$ cat config.mk
export PLATFORM = sky130hd
export DESIGN_NAME = dds_sweep_ctrl
export DESIGN_NICKNAME = d
export VERILOG_FILES = /design/src/rtl/dds_sweep_ctrl.sv
export SDC_FILE = /design/constraint.sdc
export NUM_CORES = 1
export LEC_CHECK = 0
export CAP_MARGIN = 20
export CORE_UTILIZATION = 49
export CTS_BUF_LIST = sky130_fd_sc_hd__clkbuf_8
export CTS_CLUSTER_SIZE = 28
export DETAILED_ROUTE_END_ITERATION = 16
export PLACE_DENSITY = 0.71
export REMOVE_ABC_BUFFERS = 1
export SLEW_MARGIN = 20
export SYNTH_ARGS = -nofsm -noshare
export SYNTH_HDL_FRONTEND = slang
export SYNTH_SLANG_ARGS = --single-unit
$ cat constraint.sdc
create_clock -name clk -period 3.96 [get_ports clk]
set_input_delay 0.792 -clock clk [delete_from_list [all_inputs] [get_ports clk]]
set_output_delay 0.792 -clock clk [all_outputs]
set_load 0.01 [all_outputs]
$ cat src/rtl/dds_sweep_ctrl.sv
// ============================================================================
// Module   : dds_sweep_ctrl
// Brief    : Linear frequency-sweep sequencer driving the 12-bit DDS tuning
//            word (single / repeat / triangle) with start/busy/done handshake.
//            Optional macro DDS_SWEEP_TRIANGLE_EN enables triangle mode 2;
//            without it mode 2 behaves as repeat.
// Revision : 1.0 - initial release
// ============================================================================
`default_nettype none

module dds_sweep_ctrl (
    input  logic        clk,
    input  logic        reset,
    input  logic        start,
    input  logic        abort,
    input  logic [11:0] start_freq,
    input  logic [11:0] stop_freq,
    input  logic [11:0] step,
    input  logic [15:0] dwell,
    input  logic [1:0]  mode,
    output logic [11:0] freq_ctrl,
    output logic        busy,
    output logic        done,
    output logic        wrap
);

    typedef enum logic [0:0] {
        S_IDLE  = 1'b0,
        S_SWEEP = 1'b1
    } state_t;

    state_t      r_state, w_state_nxt;
    logic [11:0] r_freq, w_freq_nxt;
    logic [15:0] r_cnt, w_cnt_nxt;
    logic [15:0] r_dwell, w_dwell_nxt;
    logic [11:0] r_step, w_step_nxt;
    logic [11:0] r_origin, w_origin_nxt;
    logic [11:0] r_target, w_target_nxt;
    logic [1:0]  r_mode, w_mode_nxt;
    logic        r_up, w_up_nxt;
    logic        r_done, w_done_nxt;
    logic        r_wrap, w_wrap_nxt;

    // Step toward tgt at 13 bits; any overshoot or range escape clamps to tgt.
    function automatic logic [11:0] f_step(
        input logic [11:0] cur,
        input logic [11:0] inc,
        input logic [11:0] tgt,
        input logic        up
    );
        logic [12:0] sum;
        if (up) begin
            sum    = {1'b0, cur} + {1'b0, inc};
            f_step = (sum[12] || (sum[11:0] >= tgt)) ? tgt : sum[11:0];
        end else begin
            sum    = {1'b0, cur} - {1'b0, inc};
            f_step = (sum[12] || (sum[11:0] <= tgt)) ? tgt : sum[11:0];
        end
    endfunction

    always_ff @(posedge clk or negedge reset) begin
        if (!reset) begin
            r_state  <= S_IDLE;
            r_freq   <= 12'd0;
            r_cnt    <= 16'd0;
            r_dwell  <= 16'd0;
            r_step   <= 12'd0;
            r_origin <= 12'd0;
            r_target <= 12'd0;
            r_mode   <= 2'd0;
            r_up     <= 1'b0;
            r_done   <= 1'b0;
            r_wrap   <= 1'b0;
        end else begin
            r_state  <= w_state_nxt;
            r_freq   <= w_freq_nxt;
            r_cnt    <= w_cnt_nxt;
            r_dwell  <= w_dwell_nxt;
            r_step   <= w_step_nxt;
            r_origin <= w_origin_nxt;
            r_target <= w_target_nxt;
            r_mode   <= w_mode_nxt;
            r_up     <= w_up_nxt;
            r_done   <= w_done_nxt;
            r_wrap   <= w_wrap_nxt;
        end
    end

    always_comb begin
        w_state_nxt  = r_state;
        w_freq_nxt   = r_freq;
        w_cnt_nxt    = r_cnt;
        w_dwell_nxt  = r_dwell;
        w_step_nxt   = r_step;
        w_origin_nxt = r_origin;
        w_target_nxt = r_target;
        w_mode_nxt   = r_mode;
        w_up_nxt     = r_up;
        w_done_nxt   = 1'b0;
        w_wrap_nxt   = 1'b0;

        case (r_state)
            S_IDLE: begin
                if (start) begin
                    w_state_nxt  = S_SWEEP;
                    w_freq_nxt   = start_freq;
                    w_cnt_nxt    = 16'd0;
                    w_dwell_nxt  = dwell;
                    w_step_nxt   = (step == 12'd0) ? 12'd1 : step;
                    w_origin_nxt = start_freq;
                    w_target_nxt = stop_freq;
                    w_mode_nxt   = mode;
                    w_up_nxt     = (start_freq <= stop_freq);
                end
            end
            S_SWEEP: begin
                if (abort) begin
                    w_state_nxt = S_IDLE;
                end else if (r_cnt != r_dwell) begin
                    w_cnt_nxt = r_cnt + 16'd1;
                end else begin
                    w_cnt_nxt = 16'd0;
                    if (r_freq != r_target) begin
                        w_freq_nxt = f_step(r_freq, r_step, r_target, r_up);
`ifdef DDS_SWEEP_TRIANGLE_EN
                    end else if (r_mode == 2'd2) begin
                        // End point reached: swap origin and target, head back.
                        w_up_nxt     = ~r_up;
                        w_origin_nxt = r_target;
                        w_target_nxt = r_origin;
                        w_freq_nxt   = f_step(r_freq, r_step, r_origin, ~r_up);
                        w_wrap_nxt   = 1'b1;
                    end else if (r_mode == 2'd1) begin
                        w_freq_nxt = r_origin;
                        w_wrap_nxt = 1'b1;
`else
                    end else if ((r_mode == 2'd1) || (r_mode == 2'd2)) begin
                        w_freq_nxt = r_origin;
                        w_wrap_nxt = 1'b1;
`endif
                    end else begin
                        w_state_nxt = S_IDLE;
                        w_done_nxt  = 1'b1;
                    end
                end
            end
            default: w_state_nxt = S_IDLE;
        endcase
    end

    assign freq_ctrl = r_freq;
    assign busy      = (r_state == S_SWEEP);
    assign done      = r_done;
    assign wrap      = r_wrap;

endmodule

`default_nettype wire

Yosys cells after proc, flatten, opt, wreduce, memory -nomap -nowiden --
Index checks and enable logic that the tools add are counted.
Word-level totals: output and inout port bits 15, input port bits 58, register bits 86, word-level logic and storage cells 62
Cells by class: multiplexer cells 29, magnitude comparators 3, reduce and logical (&&, ||, !) cells 7, add/subtract/negate cells 3, bitwise logic cells 1, eq/ne operators 8
Operators by type and width (number):
- two-way mux 12 bit | 9
- two-way mux 16 bit | 3
- one-hot mux 16 bit (2 select lines) | 1
- <= comparator 12 bit | 2
- one-hot mux 12 bit (2 select lines) | 1
- adder 16 x 1 -> 16 bit (second input constant) | 1
- != test 16 bit | 1
- two-way mux 1 bit | 14
- adder 12 x 12 -> 13 bit | 1
- subtractor 12 x 12 -> 13 bit | 1
- greater-or-equal comparator 12 bit | 1
- logical NOT 12 bit | 1
- != test 12 bit | 1
- != test 2 bit (second input constant) | 3
- AND reduction 2 bit | 2
- AND reduction 4 bit | 1
- logical OR 1 bit | 3
- != test 3 x 1 -> 1 bit (second input constant) | 1
- == test 2 x 1 -> 1 bit (second input constant) | 1
- == test 2 bit (second input constant) | 1
- one-hot mux 1 bit (2 select lines) | 1
- NOT 1 bit | 1

Logic depth before layout (Yosys ltp) --
depth after elaboration 9, gate-level depth with buffers 18, depth with buffers taken out 17

Least setup slack after synthesis --
Ideal clock, no wire load.
kind register to register, start point register r_freq[4] (netlist: freq_ctrl[4]), end point register r_freq[9] (netlist: freq_ctrl[9]), path buffers 2, data required time 3.870 ns, data arrival time 3.599 ns, library setup time 0.090 ns, cell stages (with the launch flop) 17, clock period less this slack 3.689 ns, slack 0.271 ns, cell sequence dfrtp_1 > ha_1 > buf_2 > or4_1 > o21ai_1 > a211oi_1 > nor2_1 > o21ai_1 > xor2_1 > ha_1 > nand4_1 > a211o_1 > a311oi_4 > buf_4 > o311ai_1 > o2111a_1 > o221ai_1
Between the ends: word-level cells in the longest chain between the ends 9, elaborated cells between the ends (all ways) 16, those cells by class 2 x add/sub; 2 x order compare; 2 x eq/ne; 7 x mux; 3 x reduce/logical
RTL lines:
- from (decl) | RTL line 33 | logic [11:0] r_freq, w_freq_nxt;
- from (signal assigned) | RTL line 76 | r_freq <= w_freq_nxt;
- subtractor 12 x 12 -> 13 bit / adder 12 x 12 -> 13 bit (equally long branches) | RTL line 56, 53
- <= comparator 12 bit / greater-or-equal comparator 12 bit (equally long branches) | RTL line 57, 54
- logical OR 1 bit, on equally long branches | RTL line 57, 54
- two-way mux 12 bit, on equally long branches | RTL line 57, 54
- two-way mux 12 bit | RTL line 52 | if (up) begin
- two-way mux 12 bit | RTL line 123 | if (r_freq != r_target) begin
- two-way mux 12 bit | RTL line 119 | end else if (r_cnt != r_dwell) begin
- two-way mux 12 bit | RTL line 117 | if (abort) begin
- one-hot mux 12 bit (2 select lines) | RTL line 102 | case (r_state)
Parallel ways exist; a longest one is shown, timed or not. The select of a mux whose other input is x is not followed. A chain may end at the register's enable or synchronous reset.

Final worst setup path --
start point register r_freq[2] (netlist: freq_ctrl[2]), end point register r_freq[2] (netlist: freq_ctrl[2])
The elaborated chain is that of the path after synthesis.

==> impl_metrics.csv <==
group,metric,value,unit
run_status,status,"finished, final reports clean",
placed_design,portBuffers,72,
die,initial_core_util,51.3,%
route,top_layer,"met4",
route,drt_iter0_drc,366,
route,wl_per_cell,18.2,um
placed_design,hpwlAfterDp,13.2,mm
cts,tritoncts,"yes",
die,dieArea,13200,sq um
route,route.met3.wl,774,um
synthesis,synth-edff-count,0,
die,io_pins,73,
route,dr.pass1.iters,5,
placed_design,place_ws,-54.7,ps
cts,clock_path_buffers,2,
finish,nets,908,
power,cellPowerDensity,784,nW/um^2
route,vias_per_cell,5.78,
setup_path,cp_data_required_time,4220,ps
cts,insertion_delay,380,ps
sta,max_freq,259,MHz
cts,htree_num_levels,3,
finish,multi_input_area,3870,sq um
die,placementRows,40,
sta,slew_violations,0,
synthesis,synthArstFlopShare,100,%
power,switchingPower,0.00282,W
route,drt-total-wl,17.4,mm
power,pwr-share-clk,10.5,%
route,wl_met2,8.50,mm
power,ir_worst_vdd,0.351,mV
setup_path,worstSetupPathType,"flip-flop to flip-flop",
finish,area_growth,22.0,%
sta,rsz0062_at_grt,"yes",
sta,max-slew-margin-rel,47.1,%
power,power.share.switching,47.0,%
sta,min_period,3860,ps
synthesis,synth_top_family_by_area,"compound AO/OA/AOI/OAI gates",
cts,numCtsBuffers,9,
synthesis,syn-cell-area,6260,sq um
synthesis,synth_compound_area_share,18.8,%
setup_path,rr_worst_depth,15,
synthesis,synth_cells,692,
power,p_seq_share,21.3,%
die,core,12200,sq um
sta,finalSetupViolations,0,
cts,clk_pin_slew,80,ps
sta,hold_violations,0,
setup_path,endpoint,"freq_ctrl[2]",
synthesis,synth.ff_latch_count,86,
placed_design,finalWeightedCongestion,0.915,
synthesis,synth_cell_types,64,
synthesis,synth_top_area_share,34.4,%
global_route,grt_pass1_wl,28.2,mm
placed_design,placed_area,7300,sq um
power,p_leak,3.41,nW
die,die_x,115,um
finish,regArea,2150,sq um
finish,n_antenna_cell,0,
synthesis,synth_common_cells,"dfrtp_1 (86), nand2_1 (63), ha_1 (61), nor2_1 (51), o21ai_0 (47)",
sta,hold_ws,417,ps
setup_path,crit_path_start,"freq_ctrl[2]",
synthesis,synthMuxAreaShare,6.83,%
route,dr_total_vias,5544,
finish,drive_above_1_share,15.3,%
synthesis,post-synth-top-count-cell,"dfrtp_1",
global_route,grt-ovfl-total,0,
sta,period_share,97.6,%
setup_path,rr_endpoint,"freq_ctrl[2]",
finish,fillers,1065,
job,cap_viol_max_count,0,
synthesis,synthAdderAreaFrac,12.8,%
synthesis,yosys_most_used_dff,"dfrtp_1",
sta,setup_ws,95.5,ps
synthesis,yosys.area.top_type,"dfrtp_1",
synthesis,synthXorXnorAreaFrac,6.85,%
global_route,grt_max_degree,79,
power,p_total,0.00599,W
power,p_int,0.00318,W
synthesis,yosysSeqAreaShare,34.4,%
route,drc_errors,0,
cts,clock_sinks,86,
power,combPwrFrac,68.2,%
cts,cts_root_buf,"clkbuf_8",
route,detail-route-antenna-nets,0,
synthesis,ys_warn_count,0,
sta,skew,12.5,ps
setup_path,critPathMaxFanout,5,
global_route,grt_usage,27.8,%
die,die_h,115,um
finish,stdcell_area,7640,sq um
synthesis,synth_simple_gate_area_share,15.0,%
setup_path,reg2reg_slack,100,ps
setup_path,start_kind,"flip-flop",
route,wl_met1,7.73,mm
synthesis,synth.avg_cell_area,9.05,sq um
setup_path,cp.arrival,4120,ps
global_route,antenna_found_initial,0,
sta,tightest_slew,793,ps
setup_path,r2r_start,"freq_ctrl[2]",
synthesis,synth.top_cells.by_area,"dfrtp_1 (34%), ha_1 (12%), mux2_2 (5.2%)",
setup_path,end_kind,"flip-flop",
worst_hold_path,hold_path.class,"input pin to async pin",
global_route,grt_pass1_vias,5444,
-- registers in the layout, indices dropped and copies added, names as in the netlist, 2 cells and up --
signal     count
r_origin      12
r_cnt         16
r_step        12
r_target      12
r_mode         2
r_dwell       16
freq_ctrl     12
-- cells in the final DEF (no fill, tap or decap), types with 16 or more instances in the layout --
cell type,instances
a21oi_1,39
buf_4,41
clkdlybuf4s50_1,71
dfrtp_1,85
ha_1,58
inv_1,46
mux2_2,29
nand2_1,63
nand3_1,16
nor2_1,50
o21ai_0,47
xor2_1,34
-- worst min-delay path by stage --
stage                  endpoint  slack [ps]  cells past startpoint
floorplan           r_origin[9]         450                      2
global placement    r_origin[9]         470                      2
detailed placement  r_origin[9]         470                      2
CTS                 r_origin[9]         490                      2
global route          r_step[2]         490                      1
finish                r_step[2]         420                      1
-- power groups by stage --
stage	combinational, W	clock [W]	sequential, W
2_1_floorplan	0.00239	0	0.00129
3_3_place_gp	0.00369	0	0.00128
3_5_place_dp	0.00376	0	0.00129
4_1_cts	0.00381	0.000642	0.00127
5_1_grt	0.00448	0.000674	0.00130
6_report	0.00409	0.000628	0.00128
-- critical path, stage by stage, from the launching register on --
cell      delay, ps
dfrtp_1         440
ha_1            290
and2b_1         250
a211oi_1         60
o2111a_1        290
or4b_1          540
and3_1          220
or2_1           230
ha_1            170
nor2_1           90
nand2_1          60
a211o_1         250
o21bai_2        240
o32ai_1         280
a21oi_1          80
o31a_1          250
-- layer usage --
| metal | up-vias | GRT usage (%) |
|---|---|---|
| met5 | - | 0 |
| met4 | 0 | 8.23 |
| met3 | 32 | 5.32 |
| met2 | 166 | 48.0 |
| met1 | 2689 | 35.2 |
| li1 | 2657 | - |
-- final cells by class --
class	count	area share [%]
clock buffer	12	2.16
clock inverter	4	0.393
inverter	47	2.31
multi-input combinational	529	50.6
sequential	86	28.2
tap	168	2.75
timing repair buffer	114	13.6
-- through the flow --
| step | setup TNS, ps | utilization [%] | cells |
|---|---|---|---|
| after floorplan | -38710 | - | 662 |
| after global placement | 0 | 59.7 | 936 |
| after detailed placement | -168 | 59.7 | 936 |
| after CTS | 0 | 61.4 | 952 |
| after global routing | -162 | 62.6 | 960 |
| final | 0 | 62.6 | 960 |
-- repair_timing --
| item | 4_1_cts | 5_1_grt |
|---|---|---|
| gates resized for setup | 2 | 20 |
| buffers inserted | 0 | 8 |
| endpoints found under the setup margin | 11 | 12 |
| hold buffers | 0 | 0 |
| pin swaps | 0 | 11 |
-- logic make-up after synthesis --
family | after synthesis
simple gates | 198
compound gates | 180
flops | 86
buf+inv | 77
fa+ha+maj | 63
xor+xnor | 49
mux | 39
Note: power is estimated with default switching activity, not from simulation.
